<file path="src/rtl/cmult_result_buffer.sv">
// -----------------------------------------------------------------------------
// cmult_result_buffer
//
// Output stage of the complex multiplier. The real product (p_r on p_r_ce) is
// parked in a hold register. The matching imaginary product (p_i on p_i_ce)
// completes the pair, and the pair is queued in a DEPTH-entry FIFO. The consumer
// drains the FIFO through a valid/ready handshake. space_ok tells the operand
// source whether one more complete job still fits. It counts both the queued
// entries and a half-finished pair held in the hold register.
//
// Optional feature (macro CMULT_RESULT_CNT_EN):
//   When the macro is defined, the block adds the output result_cnt[15:0]. It is
//   a wrapping count of pop handshakes. When the macro is undefined, the port
//   and the counter are both absent.
//
// Ports:
//   clk        in   single clock, rising edge
//   reset      in   synchronous, active-high, clears all state
//   p_r        in   real product, valid when p_r_ce=1
//   p_r_ce     in   real-part strobe
//   p_i        in   imaginary product, valid when p_i_ce=1
//   p_i_ce     in   imaginary-part strobe
//   out_valid  out  head entry available
//   out_ready  in   consumer accepts head entry
//   out_re     out  head real part
//   out_im     out  head imaginary part
//   space_ok   out  one more complete job fits
//   overflow   out  sticky, a pair was dropped on a full FIFO
//   proto_err  out  sticky, the strobe sequence was violated
//   result_cnt out  pop handshake count (only with CMULT_RESULT_CNT_EN)
// -----------------------------------------------------------------------------
module cmult_result_buffer #(
  parameter int DATA_W = 32,
  parameter int DEPTH  = 4
) (
  input  logic              clk,
  input  logic              reset,
  input  logic [DATA_W-1:0] p_r,
  input  logic              p_r_ce,
  input  logic [DATA_W-1:0] p_i,
  input  logic              p_i_ce,
  output logic              out_valid,
  input  logic              out_ready,
  output logic [DATA_W-1:0] out_re,
  output logic [DATA_W-1:0] out_im,
  output logic              space_ok,
  output logic              overflow,
  output logic              proto_err
`ifdef CMULT_RESULT_CNT_EN
  ,output logic [15:0]      result_cnt
`endif
);

  localparam int AW = $clog2(DEPTH);
  localparam logic [AW:0]   C_FULL     = (AW+1)'(DEPTH);
  localparam logic [AW+1:0] C_DEPTH_X  = (AW+2)'(DEPTH);
  localparam logic [AW-1:0] C_PTR_ONE  = AW'(1);

  // Storage and state
  logic [2*DATA_W-1:0] r_mem [DEPTH];
  logic [AW-1:0]       r_wptr;
  logic [AW-1:0]       r_rptr;
  logic [AW:0]         r_count;
  logic [DATA_W-1:0]   r_hold;
  logic                r_pending;
  logic                r_out_valid;
  logic                r_space_ok;
  logic                r_overflow;
  logic                r_proto_err;

  // Next-state wires
  logic              w_push_req;
  logic              w_pop;
  logic              w_full;
  logic              w_push;
  logic              w_drop;
  logic              w_proto_viol;
  logic              w_pending_next;
  logic [AW:0]       w_count_next;
  logic [AW+1:0]     w_occupancy;
  logic              w_space_ok_next;
  logic [2*DATA_W-1:0] w_head;

  // Handshake decode. A push sees the old pending flag, so a same-cycle
  // p_r_ce/p_i_ce pair closes the previous job before the new real part is held.
  always_comb begin
    w_push_req   = p_i_ce & r_pending;
    w_pop        = r_out_valid & out_ready;
    w_full       = (r_count == C_FULL);
    // A full FIFO still accepts the push when a pop frees a slot in the same cycle.
    w_push       = w_push_req & (~w_full | w_pop);
    w_drop       = w_push_req & w_full & ~w_pop;
    w_proto_viol = (p_i_ce & ~r_pending) | (p_r_ce & r_pending & ~p_i_ce);
    if (p_r_ce) begin
      w_pending_next = 1'b1;
    end else if (p_i_ce) begin
      w_pending_next = 1'b0;
    end else begin
      w_pending_next = r_pending;
    end
    w_count_next    = r_count + {{AW{1'b0}}, w_push} - {{AW{1'b0}}, w_pop};
    // A half-built pair reserves a slot, so an accepted job can always land.
    w_occupancy     = {1'b0, w_count_next} + {{(AW+1){1'b0}}, w_pending_next};
    w_space_ok_next = (w_occupancy < C_DEPTH_X);
  end

  // Pairing, FIFO pointers, occupancy and sticky flags
  always_ff @(posedge clk) begin
    if (reset) begin
      r_wptr      <= {AW{1'b0}};
      r_rptr      <= {AW{1'b0}};
      r_count     <= {(AW+1){1'b0}};
      r_hold      <= {DATA_W{1'b0}};
      r_pending   <= 1'b0;
      r_out_valid <= 1'b0;
      r_space_ok  <= 1'b1;
      r_overflow  <= 1'b0;
      r_proto_err <= 1'b0;
    end else begin
      if (p_r_ce) begin
        r_hold <= p_r;
      end else begin
        r_hold <= r_hold;
      end
      if (w_push) begin
        r_wptr <= r_wptr + C_PTR_ONE;
      end else begin
        r_wptr <= r_wptr;
      end
      if (w_pop) begin
        r_rptr <= r_rptr + C_PTR_ONE;
      end else begin
        r_rptr <= r_rptr;
      end
      r_pending   <= w_pending_next;
      r_count     <= w_count_next;
      r_out_valid <= (w_count_next != {(AW+1){1'b0}});
      r_space_ok  <= w_space_ok_next;
      r_overflow  <= r_overflow | w_drop;
      r_proto_err <= r_proto_err | w_proto_viol;
    end
  end

  // FIFO storage, cleared on reset so that no stale pair can surface
  always_ff @(posedge clk) begin
    if (reset) begin
      for (int i = 0; i < DEPTH; i++) begin
        r_mem[i] <= {(2*DATA_W){1'b0}};
      end
    end else begin
      if (w_push) begin
        r_mem[r_wptr] <= {r_hold, p_i};
      end else begin
        r_mem[r_wptr] <= r_mem[r_wptr];
      end
    end
  end

  // Head selection. The outputs read zero while the FIFO is empty.
  always_comb begin
    if (r_out_valid) begin
      w_head = r_mem[r_rptr];
    end else begin
      w_head = {(2*DATA_W){1'b0}};
    end
  end

  assign out_valid = r_out_valid;
  assign out_re    = w_head[2*DATA_W-1:DATA_W];
  assign out_im    = w_head[DATA_W-1:0];
  assign space_ok  = r_space_ok;
  assign overflow  = r_overflow;
  assign proto_err = r_proto_err;

`ifdef CMULT_RESULT_CNT_EN
  logic [15:0] r_result_cnt;

  // Pop handshake counter, wraps naturally at 16 bits
  always_ff @(posedge clk) begin
    if (reset) begin
      r_result_cnt <= 16'h0000;
    end else if (w_pop) begin
      r_result_cnt <= r_result_cnt + 16'h0001;
    end else begin
      r_result_cnt <= r_result_cnt;
    end
  end

  assign result_cnt = r_result_cnt;
`endif

endmodule

</file>
<file path="config.mk">
export PLATFORM = sky130hd
export DESIGN_NAME = cmult_result_buffer
export DESIGN_NICKNAME = d
export VERILOG_FILES = /design/src/rtl/cmult_result_buffer.sv
export SDC_FILE = /design/constraint.sdc
export NUM_CORES = 1
export LEC_CHECK = 0
export CAP_MARGIN = 25
export CORE_ASPECT_RATIO = 1.1
export CORE_MARGIN = 2
export CORE_UTILIZATION = 57
export CTS_BUF_LIST = sky130_fd_sc_hd__clkbuf_16
export DETAILED_ROUTE_END_ITERATION = 8
export PLACE_DENSITY = 0.84
export RECOVER_POWER = 25
export SLEW_MARGIN = 0
export SYNTH_ARGS = -nofsm -noshare
export SYNTH_HDL_FRONTEND = slang
export SYNTH_SLANG_ARGS = --single-unit
</file>
<file path="constraint.sdc">
create_clock -name clk -period 6.1 [get_ports clk]
set_clock_uncertainty 0.05 [all_clocks]
set_input_delay 1.525 -clock clk [delete_from_list [all_inputs] [get_ports clk]]
set_output_delay 1.525 -clock clk [all_outputs]
set_load 0.05 [all_outputs]
</file>
==> impl_metrics.toml <==
[route]
detail_route_antenna_nets = 0
num_vias = 7611
totalWireLength_um = 27540
vias_cell = 5.596
post-route-drc-count = 0
routed_wire_length_per_instance_um = 20.25
drt-pass1-iter-count = 5
drt_first_iter_violations = 645

[timing]
period_needed_ps = 4782
setup_violations = 0
worst-slew-pin-transition_ps = 2739
timing.final.hold_violations = 0
fin_crit_sh_pct = 78.39
fmax_mhz = 209.1
final_max_slew_viol_count = 167
setup_total_negative_slack_ps = 0
post-route-worst-setup-slack_ps = 1318
slew_headroom_pct = -82.62
grt_setup_unrepaired = "false"

[grt]
grt_overflow_total = 0
largest_net_degree_at_the_start_of_global_routing = 65
first_pass_grt_wire_length_um = 42820
via_count_of_the_first_global_routing_pass = 7998
grt_antenna_before_repair = 1
globalRouteTotalUtil_pct = 22.98

[clock_tree]
ctsResizeCount = 0
htreeDepth = 1
clock-root-buffer = "clkbuf_16"
number_of_buffers_created_by_cts = 29
cts_max_path_buffers = 3
worstSkewPairLatency_ps = 530
clkTransAtPathRegs_ps = 60
cts.repair_timing.setup_buffer_count = 0
cts_hold_buf = 0
clkSinkCount = 302
tritoncts = "yes"

[worst_setup_path]
worst-endpoint-required_ps = 6220
slowest_stage = "clkbuf_1"
timing.setup.critical_path_class = "in -> reg"
timing.critical_path.cells = "dlygate4sd3_1 -> and2_0 -> o21ai_0 -> clkbuf_1 -> nor2_1"
crit_path_end_kind = "register"
regToRegSetupSlack_ps = 2220
worst-r2r-cell-count = 4
cp-start-kind = "input pin"
critical_path.n_buffers_inverters = 2
slowest_delay_ps = 1950
critical-path-top-delay-family = "buffers and inverters"
arrival_time_of_the_worst_setup_path_ps = 4900
worstReg2RegStart = "r_count[2]"
worst_r2r_endpoint = "r_mem[0][39]"
crit_path_max_fanout = 46

[logic_synthesis]
ys.flop_type = "edfxtp_1"
synth_seq_cells = 302
avgSynthCellArea_um2 = 14.34
postSynth.asyncResetShare_pct = 0
synth_seq_area_share_pct = 65.41
netlist_instances = 918
yosysWarnings = 0
synth_enable_flop_cells = 256
syn-num-nets = 990
synth_area_um2 = 13160
ys_types = 40

[layout]
design.final.nets = 1109
multi_input_area_um2 = 4135
regArea_um2 = 8617
drive_above_1_share_pct = 12.37
nFillCells = 1561
instances_no_fill = 1360
layout-area-overhead-vs-synth_pct = 18.90

[placement]
finalWeightedCongestion = 0.7278
place.port_buffers = 136
dp_cells = 1302
hpwl_um = 15240
placement_setup_slack_ps = 1394

[run_status]
violations = "capacitance limit, slew limit"
outcome = "finished, violations left"

[floorplanning]
die_area_um2 = 24320
io_pins = 137
core_area_um2 = 22790
dieWidth_um = 148.9
start_util_pct = 57.76
die_h_um = 163.4
rows = 58

[worst_hold_path]
hold_class = "reg -> reg"
min_delay_worst_endpoint = "r_hold[8]"
hold_path.startpoint = "r_hold[8]"
hold_critical_path_depth = 2

[power]
peak_supply_drop_mv = 0.2731
p_leak_nw = 5.535
pwr_density_cell_nw_per_um2 = 354.3

[run]
drv.max_cap_violation_count = 5
## registers in the layout (all words and copies together), names as in the netlist, named ones only
name,cells
out_valid,1
overflow,1
proto_err,1
r_count,3
r_hold,32
r_mem,256
r_pending,1
r_rptr,2
r_wptr,2
space_ok,1
## placed cells by master (no fill, tap or decap), types with 3 or more instances in the layout
| cell type | Yosys | final |
|---|---|---|
| mux2i_1 | 33 | 33 |
| dfxtp_1 | 46 | 43 |
| a31oi_1 | 3 | 3 |
| clkdlybuf4s50_1 | 0 | 133 |
| nand2_1 | 3 | 3 |
| clkinv_2 | 0 | 5 |
| inv_1 | 7 | 13 |
| and2_1 | 135 | 104 |
| nand2b_1 | 52 | 51 |
| nor2_1 | 223 | 223 |
| a21oi_1 | 3 | 4 |
| clkinv_1 | 0 | 4 |
| clkbuf_16 | 0 | 29 |
| clkbuf_1 | 22 | 4 |
| edfxtp_1 | 256 | 256 |
| bufinv_16 | 0 | 5 |
| mux4_2 | 64 | 64 |
| and2_0 | 0 | 31 |
| buf_4 | 9 | 7 |
## worst register-to-register path: cells and delay by family, from the launching register on
| kind | cells | cell delay (ps) |
|---|---|---|
| AO/OA/AOI/OAI | 1 | 370 |
| AND/OR/NAND/NOR | 2 | 600 |
| buffers and inverters | 1 | 1950 |
| flip-flops | 1 | 550 |
## how the worst max path moves through the flow
stage / from / end / slack [ps] / cells after the start
global route: out_ready / r_mem[0][34] / 1100 / 5
global placement: out_ready / space_ok / 1530 / 11
detailed placement: out_ready / space_ok / 1390 / 11
floorplan: out_ready / r_mem[3][0] / 480 / 5
CTS: register / out_im[8] / 1230 / 4
finish: out_ready / r_mem[0][39] / 1320 / 5
## synthesized netlist by cell type (2+ instances only)
master,count,area [µm²]
and2_1,135,844.6
nor2_1,223,837.1
a31oi_1,3,18.77
buf_2,16,80.08
nor4_1,2,12.51
a21oi_1,3,15.01
a2111oi_4,2,55.05
ha_1,2,25.02
nor2b_1,2,12.51
clkbuf_2,3,15.01
nand2_1,3,11.26
buf_1,3,11.26
buf_6,10,112.6
nand3_1,2,10.01
nand2b_1,52,325.3
dfxtp_1,46,920.9
inv_1,7,26.28
buf_4,9,67.56
mux2i_1,33,330.3
clkbuf_1,22,82.58
o21bai_1,2,15.01
edfxtp_1,256,7687
o21ai_2,2,17.52
mux4_2,64,1441
## per-layer routing
layer | vias up | routed length [µm] | global-route usage, %
met1 | 3807 | 11410 | 32.09
met5 | - | 0 | 0
li1 | 3496 | - | -
met4 | 0 | 472 | 5.887
met2 | 273 | 13810 | 38.86
met3 | 35 | 1851 | 2.933
## final cells by class
cell class / instances / share of cell area (%)
Sequential cell: 302 / 55.06
Multi-Input combinational cell: 546 / 26.43
Timing Repair Buffer: 151 / 9.715
Clock buffer: 29 / 4.637
Tap cell: 300 / 2.399
Clock inverter: 24 / 1.575
Inverter: 7 / 0.1679
Antenna cell: 1 / 0.01599
## logic make-up after synthesis
family	after synthesis	synth area share, %
buf+inv	70	3.004
simple gates	426	16.06
flops	302	65.41
mux	97	13.46
fa+ha+maj	3	0.3422
xor+xnor	3	0.3042
compound gates	17	1.426
## power by group
| group | total [W] | switching (W) | internal, W | leakage (nW) |
|---|---|---|---|---|
| logic | 0.00124 | 0.000726 | 0.000513 | 2.00 |
| registers | 0.00248 | 0.000123 | 0.00236 | 3.03 |
| clock network | 0.00182 | 0.000744 | 0.00108 | 0.499 |
## per-stage QoR
step	power, W	utilization (%)	hold WS (ps)	instance area [µm²]
4_1_cts	0.005577	68.67	449.3	15650
6_report	0.005544	68.67	447.9	15650
3_3_place_gp	0.003760	64.40	424.0	14680
3_5_place_dp	0.003778	64.40	434.7	14680
2_1_floorplan	0.003378	-	411.5	13160
5_1_grt	0.005733	68.67	487.6	15650
Power figures use the tool's default switching activity.
